$ cat config.mk
export PLATFORM = sky130hd
export DESIGN_NAME = seg7_scan_ctrl
export DESIGN_NICKNAME = d
export VERILOG_FILES = /design/src/rtl/seg7_scan_ctrl.sv
export SDC_FILE = /design/constraint.sdc
export NUM_CORES = 1
export LEC_CHECK = 0
export ABC_AREA = 1
export BUFFER_PORTS_ARGS = -buffer_cell sky130_fd_sc_hd__buf_2
export CELL_PAD_IN_SITES_DETAIL_PLACEMENT = 2
export CELL_PAD_IN_SITES_GLOBAL_PLACEMENT = 2
export CORE_MARGIN = 1.5
export CORE_UTILIZATION = 35
export DETAILED_ROUTE_END_ITERATION = 10
export PLACE_DENSITY_LB_ADDON = 0.1
export SLEW_MARGIN = 10
export SYNTH_ARGS = -nofsm -noshare
export SYNTH_HDL_FRONTEND = slang
export SYNTH_SLANG_ARGS = --single-unit
export TNS_END_PERCENT = 20
$ cat constraint.sdc
create_clock -name clk_i -period 3.1 [get_ports clk_i]
set_clock_uncertainty 0.2 [all_clocks]
set_input_delay 0 -clock clk_i [delete_from_list [all_inputs] [get_ports clk_i]]
set_output_delay 0 -clock clk_i [all_outputs]
set_load 0.01 [all_outputs]
$ cat src/rtl/seg7_scan_ctrl.sv
// Time-multiplexed 7-segment scan controller with a double-buffered display value.
// New values are committed only at frame boundaries so a frame never tears.
module seg7_scan_ctrl #(
  parameter int NUM_DIGITS  = 4,
  parameter int SHOW_CYCLES = 100000,
  parameter int GAP_CYCLES  = 1000
) (
  input  logic                    clk_i,
  input  logic                    rst_ni,
  input  logic [4*NUM_DIGITS-1:0] value_i,
  input  logic                    load_valid_i,
  output logic                    load_ready_o,
  input  logic                    blank_lz_i,
  output logic [NUM_DIGITS-1:0]   anode_no,
  output logic [6:0]              segments_no
);

  localparam int MAXC = (SHOW_CYCLES > GAP_CYCLES) ? SHOW_CYCLES : GAP_CYCLES;
  localparam int CW   = (MAXC > 1) ? $clog2(MAXC) : 1;
  localparam int IW   = (NUM_DIGITS > 1) ? $clog2(NUM_DIGITS) : 1;

  localparam logic [CW-1:0] SHOW_LAST = CW'(SHOW_CYCLES - 1);
  localparam logic [CW-1:0] GAP_LAST  = CW'(GAP_CYCLES - 1);
  localparam logic [IW-1:0] IDX_LAST  = IW'(NUM_DIGITS - 1);

  typedef enum logic {
    ST_SHOW = 1'b0,
    ST_GAP  = 1'b1
  } state_t;

  // Active-high segment pattern {G,F,E,D,C,B,A} for one hex nibble.
  function automatic logic [6:0] hex7seg(input logic [3:0] nib);
    logic [6:0] seg;
    case (nib)
      4'h0:    seg = 7'h3F;
      4'h1:    seg = 7'h06;
      4'h2:    seg = 7'h5B;
      4'h3:    seg = 7'h4F;
      4'h4:    seg = 7'h66;
      4'h5:    seg = 7'h6D;
      4'h6:    seg = 7'h7D;
      4'h7:    seg = 7'h07;
      4'h8:    seg = 7'h7F;
      4'h9:    seg = 7'h6F;
      4'hA:    seg = 7'h77;
      4'hB:    seg = 7'h7C;
      4'hC:    seg = 7'h39;
      4'hD:    seg = 7'h5E;
      4'hE:    seg = 7'h79;
      4'hF:    seg = 7'h71;
      default: seg = 7'h00;
    endcase
    return seg;
  endfunction

  state_t                  r_state;
  logic [IW-1:0]           r_idx;
  logic [CW-1:0]           r_cnt;
  logic [4*NUM_DIGITS-1:0] r_disp;
  logic [4*NUM_DIGITS-1:0] r_pend;
  logic                    r_pend_vld;

  logic                    w_frame_edge;
  logic [3:0]              w_nibble;
  logic [NUM_DIGITS-1:0]   w_zero_above;
  logic [NUM_DIGITS-1:0]   w_anode;

  assign w_frame_edge = (r_state == ST_GAP) && (r_cnt == GAP_LAST) && (r_idx == IDX_LAST);

  // Scan sequencer plus the pending/display double buffer.
  always_ff @(posedge clk_i or negedge rst_ni) begin
    if (!rst_ni) begin
      r_state    <= ST_GAP;
      r_idx      <= IDX_LAST;
      r_cnt      <= '0;
      r_disp     <= '0;
      r_pend     <= '0;
      r_pend_vld <= 1'b0;
    end else begin
      case (r_state)
        ST_SHOW: begin
          if (r_cnt == SHOW_LAST) begin
            r_state <= ST_GAP;
            r_cnt   <= '0;
          end else begin
            r_cnt <= r_cnt + CW'(1);
          end
        end
        ST_GAP: begin
          if (r_cnt == GAP_LAST) begin
            r_state <= ST_SHOW;
            r_cnt   <= '0;
            r_idx   <= (r_idx == IDX_LAST) ? '0 : r_idx + IW'(1);
          end else begin
            r_cnt <= r_cnt + CW'(1);
          end
        end
        default: begin
          r_state <= ST_GAP;
          r_cnt   <= '0;
          r_idx   <= IDX_LAST;
        end
      endcase

      // Ready is low while pending, so a commit edge can never also accept.
      if (w_frame_edge && r_pend_vld) begin
        r_disp     <= r_pend;
        r_pend_vld <= 1'b0;
      end else if (load_valid_i && !r_pend_vld) begin
        r_pend     <= value_i;
        r_pend_vld <= 1'b1;
      end else begin
        r_pend_vld <= r_pend_vld;
      end
    end
  end

  // Digit select, leading-zero detection and anode gating.
  always_comb begin
    logic v_acc;
    w_nibble     = 4'h0;
    w_zero_above = '0;
    w_anode      = '1;
    v_acc        = 1'b1;
    for (int i = 0; i < NUM_DIGITS; i++) begin
      if (r_idx == IW'(i)) begin
        w_nibble = r_disp[4*i +: 4];
      end else begin
        w_nibble = w_nibble;
      end
    end
    for (int i = NUM_DIGITS - 1; i >= 0; i--) begin
      v_acc           = v_acc & (r_disp[4*i +: 4] == 4'h0);
      w_zero_above[i] = v_acc;
    end
    for (int i = 0; i < NUM_DIGITS; i++) begin
      w_anode[i] = ~((r_state == ST_SHOW) && (r_idx == IW'(i)) &&
                     !(blank_lz_i && (i != 0) && w_zero_above[i]));
    end
  end

  assign anode_no     = w_anode;
  assign segments_no  = ~hex7seg(w_nibble);
  assign load_ready_o = ~r_pend_vld;

endmodule

==> qor.txt, run 1 <==
Sequential Power Share: 0.571
grt total ovfl: 0
Slew @ Worst Pin: 0.754 ns
status: complete, no violations
# DRC: 0
setup TNS: 0 ns
Clock Sinks: 53
Core Area: 8260 um^2
Inst Count DP: 503
DP HPWL: 6200 um
Power, Total: 1.28 mW
Yosys cell types: 30
Worst-path clk slew: 0.10 ns
most common cell after layout, fill and taps aside: nand2_1
root buffer cell: clkbuf_8
Period Utilization, post-route: 0.915
pre-CTS setup slack: 0.610 ns
CP Max Fanout: 9
top cells by area, synth: dfrtp_1 42%, nand2_1 14%, mux2_2 6.0%
max-slew violations: 0
first-pass GRT wire length: 15000 um
CP startpoint kind: flip-flop
vias post-DR: 2675
Comb power frac: 0.054
Synth-to-Final Area Change: 18.5%
crit end category: output pin
Routed WL per cell: 16.8 um
Peak VDD IR: 0.000186 V
endpoints failing setup: 0
sw power: 0.279 mW
initial antenna violation count: 0
Clock Power Share: 0.375
Rel. slew slack: 0.497
row count: 33
pwr/cell area: 358 nW/um^2
CTS tree: built
max frequency: 0.352 GHz
die width: 95.6 um
clk_lat worst skew: 0.31 ns
Die Span Y: 95.6 um
Final Worst Setup Slack: 0.262 ns
RD Place Congestion: 0.805
CTS Buffer Depth: 2
synthesized cell area: 3000 um^2
Final Critical Period: 2.84 ns
H-tree levels: 2
ant diodes: 0
Gate Count Post-Synth: 372
vias in the first global route: 2975
worst hold-check path type: input port to async pin
CP arrival: 2.64 ns
most frequent cells in the layout: 110 x nand2_1, 50 x dfrtp_1, 38 x inv_1, 33 x nor2_1, 31 x buf_2
Fin. Hold Viols: 0
number of synthesized register bits: 53
final hold slack: 0.0799 ns
Critical Path RT: 2.90 ns
Leakage Power: 1.81 nW
# resized after CTS: 0
TritonCTS Buffers: 5
reg2reg start: r_state$_DFF_PN1_
synth warn: 0
share of the synthesized area in the top cell type: 0.416
sequential share of the synthesized area: 0.443
post-synth top area cell: dfrtp_1
port bufs: 31
drt pass-1 iters: 4
Net Sw Frac: 0.219
CP Launch Point: r_idx[0]$_DFFE_PN1P_
Post-Layout Cell Count: 528
DR vias/cell: 5.07
Worst Path Class, Setup: flip-flop to output pin
Net count, final: 455
Syn Area/Cell: 8.08 um^2
Final ANT Viol Nets: 0
MaxCap Viol Count: 0
Syn Nets: 404
Iteration-0 DRC Markers: 47
largest net degree at the start of global routing: 32
Initial Util: 0.364
layout cells sized above 1: 0.170
P_int: 0.996 mW
DIE AREA: 9150 um^2
final WL: 8850 um
GRT Util Overall: 0.218
RSZ-0062 raised after global routing: false
io pins: 32
[critical path, cell delays in order (launching register included)]
cell	delay, ns
dfstp_2	0.58
inv_1	0.08
ha_1	0.32
a21oi_1	0.17
nand2_1	0.06
a21boi_0	0.20
buf_4	0.18
inv_1	0.08
ha_1	0.25
nand3_1	0.11
nand2_1	0.06
nand2_1	0.05
nand2_1	0.05
buf_2	0.13
[metrics by stage]
step | util | instance area, um^2
floorplan | - | 3000
global placement | 0.396 | 3270
detailed placement | 0.396 | 3270
CTS | 0.431 | 3560
global route | 0.431 | 3560
finish | 0.431 | 3560
[timing repair]
action	4_1_cts	5_1_grt
setup buffers	0	0
hold endpoints to repair	47	0
hold buffers	18	0
[metal layers]
layer / routed length [um] / GRT usage / up-vias
met5: 0 / 0 / -
met4: 117 / 0.0502 / 0
met3: 176 / 0.0279 / 9
met2: 4600 / 0.405 / 41
met1: 3960 / 0.264 / 1319
li1: - / - / 1306
[layout make-up]
cell class                      instances  area (um^2)
Fill cell                             945         4700
Multi-Input combinational cell        269         1470
Sequential cell                        53         1330
Timing Repair Buffer                   53          365
Inverter                               41          154
Tap cell                              105          131
Clock buffer                            5         68.8
Clock inverter                          2         38.8
[kinds of logic (layout without fill, tap and decap cells)]
group / count (synthesis) / after routing / synth area share
and+or+nand+nor: 211 / 211 / 0.315
DFF: 53 / 53 / 0.443
buffers and inverters: 50 / 101 / 0.0679
AOI/OAI and AO/OA: 21 / 21 / 0.0379
muxes: 16 / 16 / 0.0600
adders and majority gates: 12 / 12 / 0.0500
xor gates and xnor gates: 9 / 9 / 0.0262
[registers in the layout (all words and copies together), names as in the netlist]
name / count
r_cnt: 17
r_disp: 16
r_idx: 2
r_pend: 16
r_pend_vld: 1
r_state: 1
[Yosys cell counts]
cell and n:
nand2_1 110, dfrtp_1 50, inv_1 38, nor2_1 33, nand3_1 26, nand4_1 24
mux2_2 16, ha_1 12, a21oi_1 10, xor2_1 9, nor3_1 7, o21ai_0 7
clkbuf_1 5, dfstp_2 3, a21boi_0 2, buf_4 2, inv_2 2, nand2_2 2
nor2_2 2, nor2_4 2, a21oi_2 1, buf_2 1, buf_6 1, clkinv_1 1
nand2b_1 1, nand3_2 1, nand3_4 1, nand3b_1 1, nor4_1 1, o21ai_1 1
[worst paths after layout]
path / endpoint / slack, ns / cells after the start
max: segments_no[0] / 0.26 / 13
min: r_cnt[15]$_DFF_PN0_ / 0.08 / 2
max reg2reg: r_cnt[6]$_DFF_PN0_ / 0.91 / 6
min reg2reg: r_disp[9]$_DFFE_PN0P_ / 0.29 / 2
max in group asynchronous: r_idx[0]$_DFFE_PN1P_ / 1.75 / 3
min in group clk_i: r_pend[9]$_DFFE_PN0P_ / 0.25 / 3
[power groups by stage]
stage	Sequential (mW)	Combinational [mW]	Clock (mW)
after global routing	0.731	0.0782	0.522
after CTS	0.727	0.0692	0.498
after global placement	0.740	0.0492	0
final	0.728	0.0694	0.478
after detailed placement	0.741	0.0520	0
after floorplan	0.737	0.0220	0
(Power assumes the default switching activity.)
==> inputs of run 2 (changes only) <==
- BUFFER_PORTS_ARGS: -buffer_cell sky130_fd_sc_hd__buf_2 -> -buffer_cell sky130_fd_sc_hd__buf_4
==> run 2 against run 1 <==
Net effect:
- sequential share of layout area decreased by 0.81 points
- power grew 3.2%
- routed wire length rose by 0.87%
- die area stayed put
- largest power group unchanged
- count of clock-buffer cells in the layout unchanged
- clock power is 6.7% higher
- via count increased by 1.2%
- non-clock buffer count down 1
- critical path depth unchanged
==> qor.txt, run 2 (synthesized netlist as in run 1, its figures left out) <==
# DRC: 0
clk_lat worst skew: 0.32 ns
initial antenna violation count: 0
number of flip-flops under the largest register name: 17
DR vias/cell: 5.13
largest registers: r_cnt x17, r_disp x16, r_pend x16
Final Critical Period: 2.84 ns
MaxCap Viol Count: 0
post-route cell area: 3640 um^2
# resized after CTS: 0
Post-Layout Cell Count: 528
Iteration-0 DRC Markers: 70
pwr/cell area: 362 nW/um^2
Initial Util: 0.364
Leakage Power: 1.83 nW
Critical Path RT: 2.90 ns
max frequency: 0.352 GHz
Synth-to-Final Area Change: 21.1%
CP arrival: 2.64 ns
most frequent cells in the layout: 110 x nand2_1, 50 x dfrtp_1, 38 x inv_1, 34 x buf_4, 33 x nor2_1
Rel. slew slack: 0.524
Peak VDD IR: 0.000223 V
Net count, final: 454
status: complete, no violations
Top reg by flops: r_cnt
vias post-DR: 2706
io pins: 32
ant diodes: 0
layout cells sized above 1: 0.170
drt pass-1 iters: 4
first-pass GRT wire length: 14900 um
CTS Buffer Depth: 2
vias in the first global route: 2995
Die Span Y: 95.6 um
CP startpoint kind: flip-flop
R2R setup slack: 0.89 ns
Fin. Hold Viols: 0
Worst Path Class, Setup: flip-flop to output pin
CTS tree: built
most common cell after layout, fill and taps aside: nand2_1
GRT Util Overall: 0.215
Period Utilization, post-route: 0.916
Routed WL per cell: 16.9 um
DIE AREA: 9150 um^2
max-slew violations: 0
H-tree levels: 2
crit end category: output pin
Worst R2R End: r_pend_vld$_DFFE_PN0P_
endpoints failing setup: 0
Area after DPL: 3340 um^2
die width: 95.6 um
reg2reg start: r_idx[0]$_DFFE_PN1P_
grt total ovfl: 0
Core Area: 8260 um^2
RD Place Congestion: 0.819
setup TNS: 0 ns
Inst Count DP: 502
Worst-path clk slew: 0.11 ns
root buffer cell: clkbuf_8
row count: 33
Final ANT Viol Nets: 0
DP HPWL: 6320 um
largest net degree at the start of global routing: 54
Slew @ Worst Pin: 0.714 ns
final WL: 8930 um
RSZ-0062 raised after global routing: false
worst hold-check path type: input port to async pin
utilization after layout: 0.440
TritonCTS Buffers: 5
port bufs: 31
CP Max Fanout: 9
Worst Reg-to-Reg Cells: 6
Clock Sinks: 53
## run 2: cell types whose count changed in the layout (fill, tap and decap cells not counted), sizes merged
cell  previous run  this run
buf             35        34
inv             41        42
## run 2: stage by stage
stage / hold slack [ns] / setup slack (ns) / power [mW]
global placement: -0.113 / 0.676 / 0.795
floorplan: -0.496 / 0.601 / 0.759
global route: 0.127 / 0.000419 / 1.37
finish: 0.0510 / 0.261 / 1.32
detailed placement: -0.108 / 0.599 / 0.800
CTS: 0.0891 / 0.225 / 1.33
## run 2: worst max-delay path by stage
stage	startpoint	to	slack [ns]	depth (start not counted)
3_3_place_gp	r_idx[0]$_DFFE_PN1P_	segments_no[0]	0.68	13
3_5_place_dp	r_idx[0]$_DFFE_PN1P_	segments_no[0]	0.60	13
2_1_floorplan	r_idx[0]$_DFFE_PN1P_	segments_no[3]	0.60	12
6_report	r_idx[0]$_DFFE_PN1P_	segments_no[0]	0.26	13
4_1_cts	r_idx[0]$_DFFE_PN1P_	segments_no[0]	0.22	13
5_1_grt	r_idx[0]$_DFFE_PN1P_	segments_no[0]	0.0004	13
## run 2: worst max-delay path: stages (launching register included)
cell and delay [ns]:
dfstp_2 0.59, inv_1 0.08, ha_1 0.31, a21oi_1 0.17, nand2_1 0.07, a21boi_0 0.18
buf_4 0.18, inv_1 0.07, ha_1 0.26, nand3_1 0.11, nand2_1 0.06, nand2_1 0.05
nand2_1 0.05, buf_4 0.14
## run 2: repair_timing
| item | 4_1_cts | 5_1_grt |
|---|---|---|
| buffers inserted | 0 | 0 |
| hold buffers | 18 | 0 |
| endpoints found under the hold margin | 70 | 0 |
| setup endpoints to repair | 0 | 0 |
## run 2: per-layer routing
metal | vias up | GRT usage | routed length [um]
met4 | 0 | 0.0441 | 117
met1 | 1346 | 0.265 | 3970
li1 | 1306 | - | -
met5 | - | 0 | 0
met3 | 10 | 0.0351 | 193
met2 | 44 | 0.393 | 4650
## run 2: area by class of cell
| class | instances | area (um^2) |
|---|---|---|
| Fill cell | 938 | 4620 |
| Clock buffer | 5 | 68.8 |
| Tap cell | 105 | 131 |
| Clock inverter | 3 | 47.5 |
| Sequential cell | 53 | 1330 |
| Multi-Input combinational cell | 269 | 1470 |
| Inverter | 41 | 154 |
| Timing Repair Buffer | 52 | 435 |
## run 2: power by group
part           internal (mW)  switching (mW)
clock                  0.247           0.262
combinational         0.0475          0.0296
sequential             0.715          0.0145
==> inputs of run 3 (changes only) <==
- CORE_UTILIZATION: 35 -> 31
- clock period: 3.1 -> 2.6 ns (I/O delays scaled with it)
==> run 3 against run 2 <==
Net effect:
- combinational power increased by 15%
- die area rose by 12%
- flip-flop and latch count did not move
- worst hold slack better by 0.017 ns
- register-to-register slack got worse by 0.28 ns
- critical path type unchanged
- critical endpoint unchanged
- largest cell class unchanged
- highest routed layer unchanged
==> qor.txt, run 3 (synthesized netlist as in run 1, its figures left out) <==
status: complete, no violations
Net count, final: 464
layout cells sized above 1: 0.252
DR vias/cell: 4.80
row count: 35
DIE AREA: 10300 um^2
io pins: 32
vias in the first global route: 2978
Power, Total: 1.49 mW
GRT Util Overall: 0.188
Post-Layout Cell Count: 562
max frequency: 0.388 GHz
largest registers: r_cnt x17, r_disp x16, r_pend x16
Clock Sinks: 53
DP HPWL: 6470 um
max-slew violations: 0
RD Place Congestion: 0.780
Area after DPL: 3390 um^2
post-route cell area: 3910 um^2
endpoints failing setup: 0
Peak VDD IR: 0.000234 V
Iteration-0 DRC Markers: 33
grt total ovfl: 0
Final Critical Period: 2.57 ns
R2R setup slack: 0.61 ns
most common cell after layout, fill and taps aside: nand2_1
Rel. slew slack: 0.535
Period Utilization, post-route: 0.990
ant diodes: 0
CTS Buffer Depth: 2
Fin. Hold Viols: 0
largest net degree at the start of global routing: 54
Routed WL per cell: 16.0 um
Leakage Power: 1.89 nW
Initial Util: 0.322
drt pass-1 iters: 4
CP startpoint kind: flip-flop
H-tree levels: 2
die width: 101 um
Inst Count DP: 529
Synth-to-Final Area Change: 30.0%
root buffer cell: clkbuf_8
first-pass GRT wire length: 15100 um
pre-CTS setup slack: 0.110 ns
# DRC: 0
port bufs: 31
TritonCTS Buffers: 5
MaxCap Viol Count: 0
initial antenna violation count: 0
setup TNS: 0 ns
Final Worst Setup Slack: 0.0258 ns
Worst Path Class, Setup: flip-flop to output pin
crit end category: output pin
CTS tree: built
final WL: 9000 um
Die Span Y: 101 um
final-layout fill cell count: 1057
CP arrival: 2.37 ns
worst hold-check path type: input port to async pin
most frequent cells in the layout: 105 x nand2_1, 50 x dfrtp_1, 39 x buf_4, 33 x nor2_1, 31 x inv_1
vias post-DR: 2699
Top reg by flops: r_cnt
Slew @ Worst Pin: 0.698 ns
pwr/cell area: 381 nW/um^2
Critical Path RT: 2.40 ns
number of flip-flops under the largest register name: 17
Worst-path clk slew: 0.11 ns
CP Max Fanout: 6
Core Area: 9330 um^2
Final ANT Viol Nets: 0
RSZ-0062 raised after global routing: true
clk_lat worst skew: 0.31 ns
## run 3: cell count changes in the layout (fill, tap and decap cells not counted), moves of 3 or more
cell	delta
nand2_2	+5
inv_1	-7
ha_1	-9
nand2_1	-5
inv_2	+5
buf_4	+5
buf_6	+3
ha_4	+7
## run 3: critical path, cell delays in order (launching register included)
cell	delay [ns]
dfstp_2	0.59
buf_12	0.11
ha_4	0.19
inv_4	0.06
nand3_2	0.07
nand2_2	0.07
a21boi_2	0.17
buf_6	0.14
buf_6	0.11
ha_2	0.18
nand2_1	0.06
nand2_1	0.06
nand2_1	0.05
nand2_1	0.08
buf_4	0.12
## run 3: cell type report
class / count / area (um^2) / area share
Timing Repair Buffer: 62 / 547 / 0.140
Tap cell: 129 / 161 / 0.0413
Sequential cell: 53 / 1330 / 0.341
Clock inverter: 2 / 17.5 / 0.00449
Multi-Input combinational cell: 269 / 1610 / 0.412
Inverter: 41 / 159 / 0.0407
Clock buffer: 6 / 82.6 / 0.0211
## run 3: where the power goes
part / internal [mW] / leakage [nW] / switching, mW
Clock: 0.222 / 0.0518 / 0.306
Combinational: 0.0564 / 1.15 / 0.0320
Sequential: 0.853 / 0.685 / 0.0169
## run 3: through the flow
stage / utilization / hold slack, ns
2_1_floorplan: - / -0.496
6_report: 0.419 / 0.0683
5_1_grt: 0.419 / 0.135
3_5_place_dp: 0.364 / -0.101
3_3_place_gp: 0.364 / -0.111
4_1_cts: 0.406 / 0.0958
## run 3: per-layer routing
layer	vias up	global-route usage	part of all wire	wire length (um)
met1	1343	0.241	0.47	4190
met3	5	0.0221	0.015	138
met4	0	0.0353	0.0061	55
li1	1323	-	-	-
met5	-	0	0	0
met2	28	0.342	0.51	4610
## run 3: final timing paths
check / end / start / depth (start not counted)
worst min register to register: r_cnt[0]$_DFF_PN0_ / r_cnt[0]$_DFF_PN0_ / 1
worst max register to register: r_disp[7]$_DFFE_PN0P_ / r_cnt[0]$_DFF_PN0_ / 8
max in group asynchronous: r_disp[7]$_DFFE_PN0P_ / rst_ni / 2
worst min-delay path: r_cnt[13]$_DFF_PN0_ / rst_ni / 2
min in group clk_i: anode_no[3] / blank_lz_i / 4
worst max-delay path: segments_no[0] / r_idx[0]$_DFFE_PN1P_ / 14
## run 3: what timing repair did
item	4_1_cts	5_1_grt
setup buffers	6	1
resized for setup	16	26
hold buffers	18	0
gates cloned	0	0
pin swaps	1	5
hold endpoints to repair	70	0
endpoints found under the setup margin	7	7
